===== src/rtl/mmio_uart_tx_if.sv =====
// Data-memory bus seen by mmio_uart_tx: one-cycle request, registered read response.
interface mmio_uart_tx_if;
    logic        mem_valid;
    logic        mem_write;
    logic [3:0]  mem_wmask;
    logic [31:0] mem_wdata;
    logic [31:0] mem_addr;
    logic [31:0] mem_rdata;
    logic        sel;

    modport master (
        output mem_valid, mem_write, mem_wmask, mem_wdata, mem_addr,
        input  mem_rdata, sel
    );

    modport slave (
        input  mem_valid, mem_write, mem_wmask, mem_wdata, mem_addr,
        output mem_rdata, sel
    );
endinterface


===== src/rtl/mmio_uart_tx.sv =====
// MMIO console transmitter: DATA/STATUS registers, byte FIFO, 8N1 serializer on txd.
// Define MMIO_UART_EXIT_EN to decode the EXIT register at BASE+0x1000.
module mmio_uart_tx #(
    parameter logic [31:0] BASE         = 32'h1000_0000,
    parameter int          CLKS_PER_BIT = 434,
    parameter int          DEPTH_LOG2   = 4
) (
    input  logic           clk,
    input  logic           rst,
    mmio_uart_tx_if.slave  bus,
    output logic           txd,
    output logic           exit_valid,
    output logic [7:0]     exit_code
);
    localparam int          DEPTH       = 2 ** DEPTH_LOG2;
    localparam logic [31:0] EXIT_ADDR   = BASE + 32'h0000_1000;
    localparam logic [29:0] DATA_WORD   = BASE[31:2];
    localparam logic [29:0] STATUS_WORD = DATA_WORD + 30'd1;
    localparam logic [29:0] EXIT_WORD   = EXIT_ADDR[31:2];
    localparam logic [15:0] BAUD_LAST   = 16'(CLKS_PER_BIT - 1);

    typedef enum logic [1:0] {IDLE, START, DATA, STOP} state_t;

    state_t                state;
    logic [15:0]           baud_cnt;
    logic [2:0]            bit_cnt;
    logic [7:0]            shift;
    logic [7:0]            fifo_mem [DEPTH];
    logic [DEPTH_LOG2-1:0] wr_ptr;
    logic [DEPTH_LOG2-1:0] rd_ptr;
    logic [DEPTH_LOG2:0]   count;
    logic                  overflow;

    logic [29:0] word;
    logic        is_write, is_read, hit_data, hit_status, exit_mapped;
    logic        fifo_full, fifo_empty, baud_end, pop, push_req, push, busy;
    logic [31:0] status_word;
    logic        unused_bits;

    assign word        = bus.mem_addr[31:2];
    assign is_write    = bus.mem_valid & bus.mem_write;
    assign is_read     = bus.mem_valid & ~bus.mem_write;
    assign hit_data    = (word == DATA_WORD);
    assign hit_status  = (word == STATUS_WORD);
    assign fifo_full   = (count == (DEPTH_LOG2 + 1)'(DEPTH));
    assign fifo_empty  = (count == '0);
    assign baud_end    = (baud_cnt == BAUD_LAST);
    // Popping on the last STOP cycle keeps back-to-back frames gapless.
    assign pop         = ~fifo_empty & ((state == IDLE) | ((state == STOP) & baud_end));
    assign push_req    = is_write & hit_data & bus.mem_wmask[0];
    assign push        = push_req & (~fifo_full | pop);
    assign busy        = ~fifo_empty | (state != IDLE);
    assign status_word = {16'b0, 8'(count), 5'b0, overflow, fifo_full, busy};
    assign unused_bits = ^{bus.mem_wmask[3:1], bus.mem_wdata[31:8], bus.mem_addr[1:0]};

    always_ff @(posedge clk) begin
        if (push) begin
            fifo_mem[wr_ptr] <= bus.mem_wdata[7:0];
        end
    end

    always_ff @(posedge clk) begin
        if (rst) begin
            wr_ptr   <= '0;
            rd_ptr   <= '0;
            count    <= '0;
            overflow <= 1'b0;
        end else begin
            if (push) wr_ptr <= wr_ptr + 1'b1;
            if (pop)  rd_ptr <= rd_ptr + 1'b1;
            case ({push, pop})
                2'b10:   count <= count + 1'b1;
                2'b01:   count <= count - 1'b1;
                default: count <= count;
            endcase
            // A new overflow outranks the clear from a simultaneous STATUS read.
            if (push_req & ~push)
                overflow <= 1'b1;
            else if (is_read & hit_status)
                overflow <= 1'b0;
        end
    end

    always_ff @(posedge clk) begin
        if (rst) begin
            state    <= IDLE;
            txd      <= 1'b1;
            baud_cnt <= '0;
            bit_cnt  <= '0;
            shift    <= '0;
        end else begin
            case (state)
                IDLE: begin
                    if (pop) begin
                        shift    <= fifo_mem[rd_ptr];
                        txd      <= 1'b0;
                        baud_cnt <= '0;
                        state    <= START;
                    end
                end
                START: begin
                    if (baud_end) begin
                        baud_cnt <= '0;
                        txd      <= shift[0];
                        shift    <= shift >> 1;
                        bit_cnt  <= '0;
                        state    <= DATA;
                    end else begin
                        baud_cnt <= baud_cnt + 16'd1;
                    end
                end
                DATA: begin
                    if (baud_end) begin
                        baud_cnt <= '0;
                        if (bit_cnt == 3'd7) begin
                            txd   <= 1'b1;
                            state <= STOP;
                        end else begin
                            txd     <= shift[0];
                            shift   <= shift >> 1;
                            bit_cnt <= bit_cnt + 3'd1;
                        end
                    end else begin
                        baud_cnt <= baud_cnt + 16'd1;
                    end
                end
                STOP: begin
                    if (baud_end) begin
                        baud_cnt <= '0;
                        if (pop) begin
                            shift <= fifo_mem[rd_ptr];
                            txd   <= 1'b0;
                            state <= START;
                        end else begin
                            state <= IDLE;
                        end
                    end else begin
                        baud_cnt <= baud_cnt + 16'd1;
                    end
                end
                default: state <= IDLE;
            endcase
        end
    end

`ifdef MMIO_UART_EXIT_EN
    logic hit_exit;
    assign hit_exit    = (word == EXIT_WORD);
    assign exit_mapped = hit_exit;

    always_ff @(posedge clk) begin
        if (rst) begin
            exit_valid <= 1'b0;
            exit_code  <= '0;
        end else begin
            exit_valid <= is_write & hit_exit & bus.mem_wmask[0];
            if (is_write & hit_exit & bus.mem_wmask[0])
                exit_code <= bus.mem_wdata[7:0];
        end
    end
`else
    logic unused_exit;
    assign unused_exit = ^EXIT_WORD;
    assign exit_mapped = 1'b0;
    assign exit_valid  = 1'b0;
    assign exit_code   = 8'h00;
`endif

    always_ff @(posedge clk) begin
        if (rst) begin
            bus.sel       <= 1'b0;
            bus.mem_rdata <= '0;
        end else begin
            bus.sel <= is_read & (hit_data | hit_status | exit_mapped);
            if (is_read & hit_status)
                bus.mem_rdata <= status_word;
            else if (is_read & exit_mapped)
                bus.mem_rdata <= {24'b0, exit_code};
            else
                bus.mem_rdata <= '0;
        end
    end
endmodule


===== src/flat_wrapper.sv =====
// flat-port wrapper written by rule: the top's interface ports become plain ports
module mmio_uart_tx_flat 
#(
    parameter logic [31:0] BASE         = 32'h1000_0000,
    parameter int          CLKS_PER_BIT = 434,
    parameter int          DEPTH_LOG2   = 4
)
  (clk, rst, txd, exit_valid, exit_code, bus_mem_valid, bus_mem_write, bus_mem_wmask, bus_mem_wdata, bus_mem_addr, bus_mem_rdata, bus_sel);
  mmio_uart_tx_if bus_i ();
  input  logic clk;
  input  logic rst;
  output logic txd;
  output logic exit_valid;
  output logic [7:0] exit_code;
  input wire logic [$bits(bus_i.mem_valid)-1:0] bus_mem_valid;
  input wire logic [$bits(bus_i.mem_write)-1:0] bus_mem_write;
  input wire logic [$bits(bus_i.mem_wmask)-1:0] bus_mem_wmask;
  input wire logic [$bits(bus_i.mem_wdata)-1:0] bus_mem_wdata;
  input wire logic [$bits(bus_i.mem_addr)-1:0] bus_mem_addr;
  output wire logic [$bits(bus_i.mem_rdata)-1:0] bus_mem_rdata;
  output wire logic [$bits(bus_i.sel)-1:0] bus_sel;
  assign bus_i.mem_valid = bus_mem_valid;
  assign bus_i.mem_write = bus_mem_write;
  assign bus_i.mem_wmask = bus_mem_wmask;
  assign bus_i.mem_wdata = bus_mem_wdata;
  assign bus_i.mem_addr = bus_mem_addr;
  assign bus_mem_rdata = bus_i.mem_rdata;
  assign bus_sel = bus_i.sel;
  mmio_uart_tx #(.BASE(BASE), .CLKS_PER_BIT(CLKS_PER_BIT), .DEPTH_LOG2(DEPTH_LOG2)) u_core (.clk(clk), .rst(rst), .bus(bus_i), .txd(txd), .exit_valid(exit_valid), .exit_code(exit_code));
endmodule

===== config.mk =====
export PLATFORM = sky130hd
export DESIGN_NAME = mmio_uart_tx_flat
export DESIGN_NICKNAME = d
export VERILOG_FILES = /design/src/rtl/mmio_uart_tx_if.sv /design/src/rtl/mmio_uart_tx.sv /design/src/flat_wrapper.sv
export SDC_FILE = /design/constraint.sdc
export NUM_CORES = 1
export LEC_CHECK = 0
export BUFFER_PORTS_ARGS = -buffer_cell sky130_fd_sc_hd__buf_2
export CORE_ASPECT_RATIO = 0.75
export CORE_MARGIN = 10
export CORE_UTILIZATION = 34
export CTS_BUF_LIST = sky130_fd_sc_hd__clkbuf_2 sky130_fd_sc_hd__clkbuf_4 sky130_fd_sc_hd__clkbuf_8
export CTS_CLUSTER_DIAMETER = 150
export DETAILED_ROUTE_END_ITERATION = 8
export GPL_TIMING_DRIVEN = 0
export PLACE_DENSITY = 0.57
export SETUP_SLACK_MARGIN = 0.02
export SLEW_MARGIN = 5
export SYNTH_ARGS = -nofsm -noshare
export SYNTH_HDL_FRONTEND = slang
export SYNTH_SLANG_ARGS = --single-unit

===== constraint.sdc =====
create_clock -name clk -period 7.1 [get_ports clk]
set_input_delay 1.065 -clock clk [delete_from_list [all_inputs] [get_ports clk]]
set_output_delay 1.065 -clock clk [all_outputs]
set_load 0.02 [all_outputs]

# [After elaboration in Yosys (flattened, before gate mapping)]
# Memory sizes are Yosys's and may differ from the RTL's. A register that Yosys moved wholly into a read port is not among the register bits.
# Index checks and enable logic that the tools add are counted.
[op_classes] magnitude_cmp=0 div=0 n_addsub=6 n_mux=33 bitwise_logic=19 eq_ne=16 reduce_logical=12 n_shift=0 multipliers=0
[op_table] operator="30-bit by 27-bit == test with 1-bit output (second input constant)" count=2
[op_table] operator="8-bit 2-to-1 mux" count=5
[op_table] operator="16-bit 2-to-1 mux" count=2
[op_table] operator="16-bit one-hot mux with 2 select lines" count=1
[op_table] operator="8-bit one-hot mux with 4 select lines" count=1
[op_table] operator="16-bit by 1-bit adder with 16-bit output (second input constant)" count=1
[op_table] operator="16-bit by 9-bit == test with 1-bit output (second input constant)" count=1
[op_table] operator="1-bit AND" count=10
[op_table] operator="1-bit 2-to-1 mux" count=10
[op_table] operator="2-bit 2-to-1 mux" count=5
[op_table] operator="2-bit by 1-bit != test with 1-bit output (second input constant)" count=5
[op_table] operator="5-bit one-hot mux with 2 select lines" count=1
[op_table] operator="3-bit 2-to-1 mux" count=3
[op_table] operator="4-bit by 1-bit adder with 4-bit output (second input constant)" count=2
[op_table] operator="4-bit 2-to-1 mux" count=2
[op_table] operator="2-bit one-hot mux with 4 select lines" count=1
[op_table] operator="4-bit AND reduction" count=2
[op_table] operator="2-bit nonzero test" count=4
[op_table] operator="2-bit == test (second input constant)" count=3
[op_table] operator="3-bit one-hot mux with 2 select lines" count=1
[op_table] operator="5-bit by 1-bit adder with 5-bit output (second input constant)" count=1
[op_table] operator="5-bit == test (second input constant)" count=1
[op_table] operator="5-bit zero test" count=1
[op_table] operator="1-bit inverter" count=5
[op_table] operator="12 further kinds" count=16
[totals] memories=1 out_inout_bits=43 wordCells=99 rom_bits=0 ram_bits=128 latchBits=0 ff_bits=77 inputBits=72
[mem_list] memory="u_core.fifo_mem" words=16 word_bits=8 rd=1 rd_clocked_by_memory_dff=1 write_ports=1 line_no="mmio_uart_tx.sv:28" source="logic [7:0] fifo_mem [DEPTH];"

# [Longest topological paths before layout]
[depth] word_depth=9 depth_mapped=13 ltp_nobuf=13

# [Least setup slack after synthesis]
# No wires, ideal clock.
[synth_path] path_type="input port to flip-flop" start="input bus_mem_addr[18]" end="register u_core.count[4]" n_path_buf=0 setup_slack_ps=3649 arrival_ps=3331 setup_time_ps=121 t_required_ps=6979 path_stages=10 cell_sequence="nor4_1 nand4_1 nor4_4 nand2b_1 inv_1 ha_1 a21o_1 a21oi_1 mux2i_1 mux2_2"
[synth_via] elab_chain_len=6 elab_cells_between_ends=8 cone_classes="3 x eq/ne; 1 x mux; 3 x bitwise; 1 x reduce/logical"
[synth_lines] element="start: declaration" line_no="flat_wrapper.sv:19" source="input wire logic [$bits(bus_i.mem_addr)-1:0] bus_mem_addr;"
[synth_lines] element="30-bit by 27-bit == test with 1-bit output (*)" line_no="mmio_uart_tx.sv:43" source="assign hit_data = (word == DATA_WORD);"
[synth_lines] element="1-bit AND (*) (2 in a row)" line_no="mmio_uart_tx.sv:50" source="assign push_req = is_write & hit_data & bus.mem_wmask[0];"
[synth_lines] element="1-bit AND (*)" line_no="mmio_uart_tx.sv:51" source="assign push = push_req & (~fifo_full | pop);"
[synth_lines] element="2-bit by 1-bit == test with 1-bit output / 2-bit == test (equally long branches)" line_no="mmio_uart_tx.sv:71" source="case ({push, pop})"
[synth_lines] element="5-bit one-hot mux with 2 select lines / 2-bit nonzero test (equally long branches)"
[synth_lines] element="end signal: assignment" line_no="mmio_uart_tx.sv:72" source="2'b10: count <= count + 1'b1;"
[synth_lines] element="end signal: assignment" line_no="mmio_uart_tx.sv:73" source="2'b01: count <= count - 1'b1;"
[synth_lines] element="end signal: assignment" line_no="mmio_uart_tx.sv:74" source="default: count <= count;"
[synth_lines] element="end: declaration" line_no="mmio_uart_tx.sv:31" source="logic [DEPTH_LOG2:0] count;"
# Mark *: on every way between the ends. The rest lies on a longest branch, timed or not.
# A chain may end at the register's enable or synchronous reset.

# [Final worst setup path]
[layout_path] start="input bus_mem_addr[9]" end="register u_core.count[4]"
# The elaborated chain is that of the path after synthesis.

==> flow_summary.ini <==
[clock_network]
cts_resized = 0
cts.sinks = 185
cts.htree.levels = 4
clk_latency_ns = 0.49
cts_root_buffer = clkbuf_8
hold_buffers = 0
post_cts_buffers = 0
cts_tree = done
clk_pin_slew_ns = 0.11
cts_made_buffers = 17
clock_path_buffers = 2

[route]
totalWireLength_um = 18480
post_drt_via_cell_ratio = 4.916
drtIter0Drc = 407
routedWlPerCell_um = 17.77
vias = 5113
dr.pass1.iters = 5
drt.antenna.violating_nets = 0
drc = 0

[timing]
fin_skew_ns = 0.01925
finalCritPeriodShare = 0.4808
hold_viol_final = 0
slew_viol_final = 0
worst_pin_slew_ns = 0.6684
fin_crit_ns = 3.414
max_slew_margin = 0.5514
fmax_mhz = 292.9
setup_tns_ns = 0
setup_viol = 0
rsz0062_at_grt = false

[floorplan]
fp.dieH_um = 154.4
io_pins = 115
floorplan.initialDensity = 0.3435
rows = 49
die-area_sq_mm = 0.03077
coreArea_sq_mm = 0.02385
die_w_um = 199.2

[logic_synthesis]
synth_cells = 619
ys_seq_elements = 185
async_flop_share = 0
yosysSeqAreaShare = 0.6085
ys_types = 59
synthesis.area_sq_mm = 0.008192
netlist.area_leader.share = 0.4692
yosys.cell_count.top_type = edfxtp_1
synth_top_area_cell = edfxtp_1
synth-edff-count = 128
yosysWarnings = 0
yosys-top-cells-count = edfxtp_1, dfxtp_1, nor2_1, buf_4, nand2_1
syn_area_per_cell_sq_um = 13.23
ys.flop_type = edfxtp_1
synthTopCellsByArea = edfxtp_1, dfxtp_1, mux4_2, mux2i_1, buf_4

[setup_path]
startpoint_type = input pin
critPathKind = in -> reg
end_kind = register
critPathRequiredTime_ns = 7.48
slowest_stage = nor4_4
cp_data_arrival_time_ns = 3.79
ff2ff_path_depth = 11
worstPathMaxFanout = 6
path_buf_inv = 2
cpLargestDelayFamily = simple AND/OR/NAND/NOR gates
slowest_delay_ns = 0.43
path_depth = 11
crit_chain = buf_2 -> nor4_1 -> nand4_1 -> nor4_4 -> nand2b_1 -> inv_1 -> ha_1 -> a21o_1 -> a21oi_1 -> mux2i_1 -> mux2_2

[outcome]
status = completed

[power_and_ir_drop]
power_density_mw_per_mm2 = 293.3
p_leak_nw = 3.304
irDropWorstVdd_mv = 0.1497

[grt]
track_usage = 0.1228
grt_pass1_vias = 4983
grt_overflow = 0
grt_max_degree = 23
antenna_found_initial = 0
grt_pass1_wl_um = 28920

[placed_design]
place_congestion = 0.7816
hpwl_um = 12890
port-buffer-count = 51
place_inst = 1008

[final_layout]
antenna_cells = 0
finalNetCount = 811
syn_to_final_growth_pct = 14.62
drive_above_1_share = 0.2248
fillers = 2245
layoutNonFillerInstCount = 1040

[worst_hold_path]
hold_class = reg -> reg
hold_depth = 2

[flow_run]
cap_violations = 0
-- routing by layer --
| metal | wire, um | global-route usage | vias up |
|---|---|---|---|
| li1 | - | - | 2495 |
| met1 | 8889 | 0.1744 | 2488 |
| met2 | 8393 | 0.1840 | 115 |
| met3 | 1018 | 0.02689 | 15 |
| met4 | 180 | 0.03298 | 0 |
| met5 | 0 | 0 | - |
-- worst reg2reg max path: stages, from the launching register on --
cell and delay (ns):
dfxtp_1 0.44, ha_1 0.21, nor3b_1 0.36, a41oi_2 0.29, nor2_4 0.32, nand2b_1 0.16, inv_1 0.14, ha_1 0.27
a21o_1 0.16, a21oi_1 0.24, mux2i_1 0.24, mux2_2 0.35
-- cell usage in the layout (no fill, tap or decap), types with 5 or more instances in the layout --
cell type  netlist  final
nor3_1           7      7
buf_4           33     33
mux4_2          17     17
and3_1           6      6
conb_1           1     33
a21oi_1         31     31
buf_2           10     61
and2_1          15     15
inv_12           0      5
nand2_1         33     33
a211oi_1        11     11
nor4_1          14     14
nand3_1         14     14
nor2_1          41     41
o21ai_0         11     11
a221o_1          5      5
edfxtp_1       128    128
nand2b_1         9      9
xnor2_1          6      6
clkbuf_8         0     17
mux2_2           9      9
nor2b_1         11     11
mux2i_1         31     31
dfxtp_1         57     57
nand4_1          6      6
a311oi_1         7      7
ha_1            17     17
a221oi_1         8      8
inv_1           14     14
clkbuf_1        13     13
-- power by group --
| group | total, mW | internal [mW] | leakage [nW] | switching, mW |
|---|---|---|---|---|
| combinational | 0.781 | 0.308 | 1.48 | 0.474 |
| clock | 0.754 | 0.284 | 0.213 | 0.469 |
| sequential | 1.22 | 1.19 | 1.61 | 0.0317 |
| total | 2.75 | 1.78 | 3.30 | 0.975 |
-- cells by family after synthesis --
| kind of cell | synth area share |
|---|---|
| AOI/OAI and AO/OA | 0.08447 |
| xor gates and xnor gates | 0.008554 |
| adders and majority gates | 0.02841 |
| buffers and inverters | 0.05056 |
| DFF | 0.6085 |
| muxes | 0.09699 |
| other | 0.0004578 |
| and+or+nand+nor | 0.1220 |
-- stage by stage --
step                total power [mW]  worst slack (ns)  hold slack, ns  area, sq um  utilization
floorplan                      1.818             3.649          0.4229         8312            -
global placement               2.018             3.166          0.4382         8950       0.3753
detailed placement             2.026             3.183          0.4390         8950       0.3753
CTS                            2.776             3.682          0.4586         9389       0.3937
global route                   2.923             3.451          0.4823         9389       0.3937
finish                         2.754             3.686          0.4552         9389       0.3937
-- final timing paths --
path                            from  slack, ns               to
hold / removal       u_core.shift[4]       0.46  u_core.shift[4]
setup reg to reg  u_core.baud_cnt[0]       3.82  u_core.count[4]
setup / recovery     bus_mem_addr[9]       3.69  u_core.count[4]
hold reg to reg      u_core.shift[4]       0.46  u_core.shift[4]
-- final cells by class --
type                       count  area (sq um)  share of cell area
sequential                   185          4985              0.5309
multi-input combinational    392          2913              0.3102
clock buffer                  17         234.0             0.02492
inverter                      14         52.55            0.005597
clock inverter                15         205.2             0.02186
buffer                        60         361.6             0.03851
timing repair buffer          51         255.2             0.02719
tap                          306         382.9             0.04078
-- state kept, by name, indices dropped and copies added (netlist names), named ones only --
| signal | count |
|---|---|
| u_core.baud_cnt | 16 |
| u_core.bit_cnt | 3 |
| u_core.bus.mem_rdata | 8 |
| u_core.bus.sel | 1 |
| u_core.count | 5 |
| u_core.fifo_mem | 128 |
| u_core.overflow | 1 |
| u_core.rd_ptr | 4 |
| u_core.shift | 8 |
| u_core.state | 2 |
| u_core.txd | 1 |
| u_core.wr_ptr | 4 |
Power figures use the tool's default switching activity.
